<file path="config.mk">
export PLATFORM = sky130hd
export DESIGN_NAME = replay_timer
export DESIGN_NICKNAME = d
export VERILOG_FILES = /design/src/rtl/replay_timer.sv
export SDC_FILE = /design/constraint.sdc
export NUM_CORES = 1
export LEC_CHECK = 0
export ABC_AREA = 1
export BUFFER_PORTS_ARGS = -buffer_cell sky130_fd_sc_hd__buf_2
export CAP_MARGIN = 20
export CORE_ASPECT_RATIO = 1.2
export CORE_MARGIN = 5
export CORE_UTILIZATION = 51
export DETAILED_ROUTE_END_ITERATION = 16
export GPL_ROUTABILITY_DRIVEN = 1
export GPL_TIMING_DRIVEN = 1
export PLACE_DENSITY = 0.76
export SLEW_MARGIN = 5
export SYNTH_ARGS = -nofsm -noshare
export SYNTH_HDL_FRONTEND = slang
export SYNTH_SLANG_ARGS = --single-unit
</file>
<file path="constraint.sdc">
create_clock -name clk -period 6.4 [get_ports clk]
set_input_delay 0.64 -clock clk [delete_from_list [all_inputs] [get_ports clk]]
set_output_delay 0.64 -clock clk [all_outputs]
set_load 0.005 [all_outputs]
</file>
<file path="src/rtl/replay_timer.sv">
// -----------------------------------------------------------------------------
// replay_timer
//   Data-link-layer replay timer and REPLAY_NUM tracker for the replay buffer.
//   It tracks transmitted TLPs that have not been acknowledged yet. When no
//   acknowledgement arrives in time, it times out. It also checks the sequence
//   numbers carried by incoming ACK/NAK DLLPs.
//
// Parameters
//   TIMEOUT  replay timer expiry, in clk cycles of counting (>= 2)
//   SEQ_W    sequence number width; all sequence arithmetic is mod 2^SEQ_W
//   NUM_W    REPLAY_NUM width; rollover after 2^NUM_W replays
//
// Ports
//   clk          rising-edge clock
//   rst          asynchronous, active-high reset
//   tlp_sent     pulse: TLP with sequence next_tx_seq-1 has just been sent
//   next_tx_seq  sequence number the transmitter will assign next
//   ack_nack     01=ACK, 10=NAK, 00=none, 11=reserved (ignored)
//   ack_seq      AckNak_Seq_Num, meaningful only while ack_nack != 00
//   replay_done  pulse: replay buffer has finished retransmitting
//   tim_out      one-cycle pulse on timer expiry
//   retrain      one-cycle pulse on REPLAY_NUM rollover
//   dllp_err     one-cycle pulse on an ACK/NAK with an out-of-window ack_seq
//   outstanding  1 while any unacknowledged TLP exists (combinational)
//   acked_seq    last acknowledged sequence number
//   replay_num   current REPLAY_NUM
// -----------------------------------------------------------------------------
module replay_timer #(
   parameter int unsigned TIMEOUT = 711,
   parameter int unsigned SEQ_W   = 12,
   parameter int unsigned NUM_W   = 2
) (
   input  logic             clk,
   input  logic             rst,
   input  logic             tlp_sent,
   input  logic [SEQ_W-1:0] next_tx_seq,
   input  logic [1:0]       ack_nack,
   input  logic [SEQ_W-1:0] ack_seq,
   input  logic             replay_done,
   output logic             tim_out,
   output logic             retrain,
   output logic             dllp_err,
   output logic             outstanding,
   output logic [SEQ_W-1:0] acked_seq,
   output logic [NUM_W-1:0] replay_num
);

   localparam int unsigned      CNT_W   = (TIMEOUT > 2) ? $clog2(TIMEOUT) : 1;
   localparam logic [CNT_W-1:0] CNT_MAX = CNT_W'(TIMEOUT - 1);

   typedef enum logic [1:0] {
      IDLE   = 2'd0,
      RUN    = 2'd1,
      REPLAY = 2'd2
   } state_t;

   state_t           state, state_d;
   logic [CNT_W-1:0] count, count_d;
   logic [SEQ_W-1:0] acked_d;
   logic [NUM_W-1:0] replay_num_d, rn_base;
   logic             tim_out_d, retrain_d, dllp_err_d;

   // Sequence-window arithmetic. Every difference is taken mod 2^SEQ_W, so a
   // wrap of the sequence space needs no special case.
   logic [SEQ_W-1:0] last_seq;     // newest transmitted sequence number
   logic [SEQ_W-1:0] n_out;        // TLPs outstanding before this cycle's DLLP
   logic [SEQ_W-1:0] d_ack;        // distance of ack_seq past acked_seq
   logic [SEQ_W-1:0] new_acked;    // acked_seq after this cycle's DLLP
   logic             is_ack, is_nak, dllp_vld, in_window;
   logic             progress, ack_progress, nak_ok;
   logic             out_after, expire, replay_evt;

   always_comb begin
      last_seq     = next_tx_seq - 1'b1;
      n_out        = last_seq - acked_seq;
      d_ack        = ack_seq - acked_seq;
      is_ack       = (ack_nack == 2'b01);
      is_nak       = (ack_nack == 2'b10);
      dllp_vld     = is_ack | is_nak;
      in_window    = (d_ack <= n_out);
      progress     = dllp_vld & in_window & (d_ack != '0);
      ack_progress = is_ack & progress;
      // A duplicate NAK (d == 0) still triggers a replay.
      nak_ok       = is_nak & in_window;
      new_acked    = progress ? ack_seq : acked_seq;
      // A TLP sent in the same cycle is already reflected in next_tx_seq.
      out_after    = ((last_seq - new_acked) != '0);
      // A progress ACK on the expiry cycle wins over the timeout.
      expire       = (state == RUN) & (count == CNT_MAX) & ~ack_progress;
      replay_evt   = (state == RUN) & (nak_ok | expire);
   end

   assign outstanding = ~rst & (n_out != '0);

   // State register and all registered outputs.
   // NOTE: sequential state uses non-blocking assignments only, so every
   // register samples the values from before the edge.
   always_ff @(posedge clk or posedge rst) begin
      if (rst) begin
         state      <= IDLE;
         count      <= '0;
         acked_seq  <= '1;
         replay_num <= '0;
         tim_out    <= 1'b0;
         retrain    <= 1'b0;
         dllp_err   <= 1'b0;
      end else begin
         state      <= state_d;
         count      <= count_d;
         acked_seq  <= acked_d;
         replay_num <= replay_num_d;
         tim_out    <= tim_out_d;
         retrain    <= retrain_d;
         dllp_err   <= dllp_err_d;
      end
   end

   // Next-state logic.
   // NOTE: the default at the top of a combinational block guarantees that
   // every path assigns a value, so no latch is inferred.
   always_comb begin
      state_d = state;
      case (state)
         IDLE:    if (tlp_sent) state_d = RUN;
         RUN: begin
            if (replay_evt)                     state_d = REPLAY;
            else if (ack_progress && !out_after) state_d = IDLE;
         end
         REPLAY:  if (replay_done) state_d = out_after ? RUN : IDLE;
         default: state_d = IDLE;
      endcase
   end

   // Next values for the counter and the registered outputs.
   always_comb begin
      count_d = '0;
      if (state == RUN && !replay_evt && !ack_progress)
         count_d = count + 1'b1;

      acked_d = new_acked;

      // Forward progress clears REPLAY_NUM before any increment in the same
      // cycle, so a NAK with progress leaves it at 1.
      rn_base      = progress ? '0 : replay_num;
      replay_num_d = replay_evt ? rn_base + 1'b1 : rn_base;
      retrain_d    = replay_evt & (rn_base == '1);

      tim_out_d  = expire & ~nak_ok;
      dllp_err_d = dllp_vld & ~in_window;
   end

endmodule

</file>
======== Word level (Yosys, flattened, before mapping) ========
Cells that the tools add are included.
cells by class
  order comparisons ....................... 1
  mux-type cells .......................... 10
  bitwise gates (word level) .............. 17
  equal/unequal tests ..................... 9
  reduce and logical (&&, ||, !) cells .... 11
  add/sub/neg operators ................... 6
operator list
  kind                                                number
  nonzero test 12 bit                                 3
  subtractor 12 bit                                   3
  <= comparator 12 bit                                1
  2-to-1 mux 12 bit                                   1
  2-to-1 mux 2 bit                                    6
  subtractor 12 x 1 -> 12 bit, second input constant  1
  AND 1 bit                                           11
  adder 10 x 1 -> 10 bit, second input constant       1
  == test 10 bit, second input constant               1
  2-to-1 mux 10 bit                                   1
  == test 2 bit, second input constant                3
  one-hot mux 2 bit (3 select lines)                  1
  == test 2 x 1 -> 1 bit, second input constant       2
  != test 2 bit, second input constant                2
  inverter 1 bit                                      4
  logical AND 1 bit                                   3
  logical NOT 1 bit                                   3
  != test 3 x 2 -> 1 bit, second input constant       1
  AND reduction 3 bit                                 1
  adder 2 x 1 -> 2 bit, second input constant         1
  logical NOT 2 bit                                   1
  OR 1 bit                                            2
  2-to-1 mux 1 bit                                    1
word-level totals
  register bits ........................... 29
  output and inout bits ................... 18
  logic and storage cells ................. 61
  input port bits ......................... 30

======== Longest topological paths before layout ========
  depth after elaboration ................. 14
  gate-level depth with buffers ........... 43
  gate-level depth less buffers ........... 42

======== Worst setup path before layout ========
OpenSTA, ideal clock, no wires.
  path kind ............................... input to register
  start point ............................. in next_tx_seq[0]
  end point ............................... reg state[0]
  stages .................................. 40
  setup time .............................. 0.120 ns
  setup slack ............................. 0.543 ns
  path buffers ............................ 1
  required time ........................... 6.280 ns
  data arrival time ....................... 5.737 ns
  path through ............................ inv_1 ha_1 nand2_1 nor3_1 xor2_1 ha_1 a21oi_1 o21ai_0 a21oi_1 o21ai_0 a21o_1 nand2_1 nand2_1 a21oi_1 xnor2_1 ha_1 nand4_1 nor3_1 [... 4 more ...] nand2_1 o21ai_0 ha_1 inv_1 o21ai_0 nand2_1 nand2_1 nand3_1 nand2_1 nand2_1 nand2_1 a21o_1 a21oi_1 inv_1 nand3_1 nand3_1 o21ai_0 nand2_1
on the way
  word-level cells in the longest chain between the ends .. 12
  elaborated cells between the ends (all ways) .. 22
  those cells by class .................... add/sub (3); order compare (1); eq/ne (1); mux (5); bitwise (8); reduce/logical (4)
RTL lines
  item                                                                                 RTL line  text
  start, declared                                                                      36        input logic [SEQ_W-1:0] next_tx_seq,
  subtractor 12 x 1 -> 12 bit *                                                        74        last_seq = next_tx_seq - 1'b1;
  subtractor 12 bit                                                                    75        n_out = last_seq - acked_seq;
  <= comparator 12 bit                                                                 80        in_window = (d_ack <= n_out);
  AND 1 bit (2 in a row)                                                               81        progress = dllp_vld & in_window & (d_ack != '0);
  2-to-1 mux 12 bit or AND 1 bit (tied branches)                                       85, 82
  subtractor 12 bit or inverter 1 bit (tied branches)                                  87, 89
  nonzero test 12 bit or AND 1 bit (tied branches)                                     87, 89
  logical NOT 1 bit or OR 1 bit (tied branches)                                        127, 90
  logical AND 1 bit or AND 1 bit (tied branches)                                       127, 90
  != test 3 x 2 -> 1 bit (no line) or 2-to-1 mux 2 bit (tied branches)                 -
  AND reduction 3 bit (no line) or one-hot mux 2 bit (3 select lines) (tied branches)  -
  end signal, assigned                                                                 108       state <= state_d;
  end, declared                                                                        57        state_t state, state_d;
Mark *: on every way between the ends. The rest lies on a longest branch, timed or not. The select of a mux whose other input is x is not followed.
A chain may end at the register's enable or synchronous reset.

======== Worst setup path in the final report ========
  start point ............................. in next_tx_seq[1]
  end point ............................... reg state[0]
Same word-level chain as after synthesis.

==> insert_results.sql <==
INSERT INTO impl_metrics (metric_group, metric, value, unit) VALUES
('synth', 'synth.distinct_cells', '41', ''),
('synth', 'synth.avg_cell_area', '6.910', 'um^2'),
('sta', 'max-slew-margin-rel', '0.6455', ''),
('worst_setup_path', 'slowest_delay', '380', 'ps'),
('die', 'initial_core_util', '0.5263', ''),
('sta', 'setup_violation_total_in_the_final_timing_report', '0', ''),
('final_layout', 'design.final.nets', '664', ''),
('sta', 'tightestPinTransition', '527.0', 'ps'),
('die', 'row_count', '33', ''),
('worst_setup_path', 'crit_path_end_kind', 'register', ''),
('clock_tree', 'worst_setup_hold_path_clk_slew', '70', 'ps'),
('synth', 'syn_area', '3607', 'um^2'),
('placement', 'gp_congestion', '0.9024', ''),
('placement', 'dp_hpwl', '7.531', 'mm'),
('detailed_routing', 'first_pass_iters', '7', ''),
('grt', 'grt_pass1_vias', '3453', ''),
('clock_tree', 'numCtsBuffers', '5', ''),
('detailed_routing', 'routed_wirelength', '8.950', 'mm'),
('clock_tree', 'hold_bufs_at_cts', '0', ''),
('hold_path', 'hold_class', 'in -> async', ''),
('final_layout', 'layout.cells.most_common_list', 'nand2_1, inv_1, ha_1', ''),
('synth', 'yosys_warnings', '0', ''),
('detailed_routing', 'post_drt_wl_per_cell', '13.38', 'um'),
('clock_tree', 'clk_root_buffer_cell', 'clkbuf_8', ''),
('die', 'die_x', '86.78', 'um'),
('final_layout', 'layout_cells_sized_above_1', '0.1976', ''),
('worst_setup_path', 'cp_data_arrival_time', '6180', 'ps'),
('detailed_routing', 'drc', '0', ''),
('die', 'core', '6854', 'um^2'),
('worst_setup_path', 'timing.reg2reg.setup_slack', '890', 'ps'),
('sta', 'clock.fmax', '0.1667', 'GHz'),
('die', 'top_ports', '48', ''),
('sta', 'hold_viol_final', '0', ''),
('detailed_routing', 'vias', '3531', ''),
('sta', 'slew_violations', '0', ''),
('run', 'drv.max_cap_violation_count', '0', ''),
('final_layout', 'area_growth', '15.26', '%'),
('sta', 'finalCriticalPeriod', '5998', 'ps'),
('die', 'fp.dieH', '102.1', 'um'),
('synth', 'postSynthCellCount', '522', ''),
('synth', 'post_synth_main_area_contributors', 'ha_1, nand2_1, dfrtp_1', ''),
('grt', 'grt_start_max_net_pins', '31', ''),
('worst_setup_path', 'worstSetupPathType', 'in -> reg', ''),
('run_status', 'outcome', 'completed', ''),
('clock_tree', 'clockBufferDepth', '2', ''),
('synth', 'cell_taking_the_most_area_after_synthesis', 'ha_1', ''),
('detailed_routing', 'antenna_violating_nets_post_route', '0', ''),
('final_layout', 'antenna_diode_count', '0', ''),
('sta', 'final.setup_skew', '6.202', 'ps'),
('grt', 'grt_first_pass_wirelength', '14.96', 'mm'),
('worst_setup_path', 'worst_r2r_startpoint', 'acked_seq[0]', ''),
('worst_setup_path', 'cp_slowest_cell', 'ha_1', ''),
('worst_setup_path', 'rr_endpoint', 'state[0]', ''),
('sta', 'final_min_period_over_clock_period', '0.9372', ''),
('worst_setup_path', 'ff2ff_path_depth', '35', ''),
('die', 'die_area', '8862', 'um^2'),
('clock_tree', 'cts_num_sinks', '29', ''),
('detailed_routing', 'detail_route.vias_per_cell', '5.278', ''),
('synth', 'synth-seq-area-share', '0.2053', ''),
('worst_setup_path', 'critPathRequiredTime', '6580', 'ps'),
('placement', 'io_buffer_count', '47', ''),
('grt', 'grt.total_usage', '0.2080', ''),
('placement', 'dpl.cell_count', '658', ''),
('final_layout', 'non_filler_instances', '669', ''),
('detailed_routing', 'initialDrtViolationCount', '128', ''),
('clock_tree', 'skew_pair_late_insertion_delay', '290', 'ps'),
('final_layout', 'layout_commonest_cell', 'nand2_1', ''),
('worst_setup_path', 'crit_path_frequent_cell', 'nand2_1', ''),
('synth', 'ys_ff_latch', '29', ''),
('synth', 'post_synth_top_area_share', '0.1769', ''),
('grt', 'globalRouteOverflowTotal', '0', ''),
('clock_tree', 'tritoncts', 'done', ''),
('worst_setup_path', 'worstPathMaxFanout', '15', ''),
('clock_tree', 'cts-htree-levels', '2', ''),
('synth', 'synth.net_count', '605', ''),
('grt', 'grt_antenna_before_repair', '0', ''),
('worst_setup_path', 'startpoint_types', 'input pin', '');
## layout make-up
class,count,area [um^2]
clock buffers,5,68.82
clock inverters,3,65.06
fillers,646,2696
inverters,100,377.9
multi-input cells,390,2501
flip-flops and latches,29,740.7
well taps,87,108.9
repair buffers,55,295.3
## worst max-delay path, delay by kind of cell
kind | cells | cell delay (ps)
compound gates | 8 | 1250
simple gates | 26 | 2630
xor+xnor | 2 | 360
fa+ha+maj | 3 | 1050
buf+inv | 2 | 210
## cell families (layout without fill, tap and decap cells)
family / count (synthesis) / after routing / share of synthesized area
AND/OR/NAND/NOR: 241 / 241 / 0.3188
buffers and inverters: 103 / 163 / 0.1103
AO/OA/AOI/OAI: 63 / 63 / 0.09573
adder cells (fa/ha/maj): 53 / 53 / 0.1880
XOR/XNOR: 32 / 32 / 0.07770
flip-flops: 29 / 29 / 0.2053
multiplexers: 1 / 1 / 0.004161
## metal layers
metal,track usage,share of wire,vias up
met2,0.3881,0.52,86
met1,0.2507,0.43,1646
met5,0,0,-
li1,-,-,1785
met3,0.02661,0.035,14
met4,0.05156,0.014,0
## cells in the mapped netlist (all sizes together)
cell type / count
a21oi: 31
o31ai: 1
o21ai: 21
o2111ai: 1
nor4: 2
or2: 3
nand4: 9
or3: 1
a31oi: 2
xnor2: 14
ha: 51
nor2: 41
o21bai: 2
nand3b: 2
inv: 100
fa: 2
xor2: 18
o21a: 1
o211ai: 1
nor3b: 3
buf: 2
nand2: 134
dfrtp: 17
dfstp: 12
nor3: 11
nand3: 35
clkbuf: 1
mux2: 1
a21o: 3
## worst max-delay path by stage
stage,startpoint,endpoint,slack [ps],cells past startpoint
after floorplan,next_tx_seq[0],state[0],540,40
after global placement,next_tx_seq[0],state[0],30,41
after detailed placement,next_tx_seq[0],state[0],-150,43
after CTS,next_tx_seq[0],state[0],80,43
after global routing,next_tx_seq[0],state[0],-90,43
final,next_tx_seq[1],state[0],400,41
## stage by stage
stage	util	setup TNS [ps]	worst slack, ps	hold WS, ps	instance area, um^2
CTS	0.5986	0	80.34	425.8	4103
global route	0.6066	-89.11	-89.11	457.2	4158
floorplan	-	0	542.8	450.6	3607
global placement	0.5790	0	27.73	485.2	3969
detailed placement	0.5790	-154.5	-154.5	488.4	3969
finish	0.6066	0	401.8	414.9	4158
## state kept, by name (all words and copies together), names as in the netlist
name,flops
retrain,1
acked_seq,12
state,2
count,10
replay_num,2
tim_out,1
dllp_err,1
## timing repair
item	CTS	global route
setup endpoints to repair	0	1
resized for setup	0	14
endpoints found under the hold margin	0	0
setup buffers	0	3
Power is not shown: default switching activity piles up to over one toggle a cycle in this logic, so the estimate is an artifact.
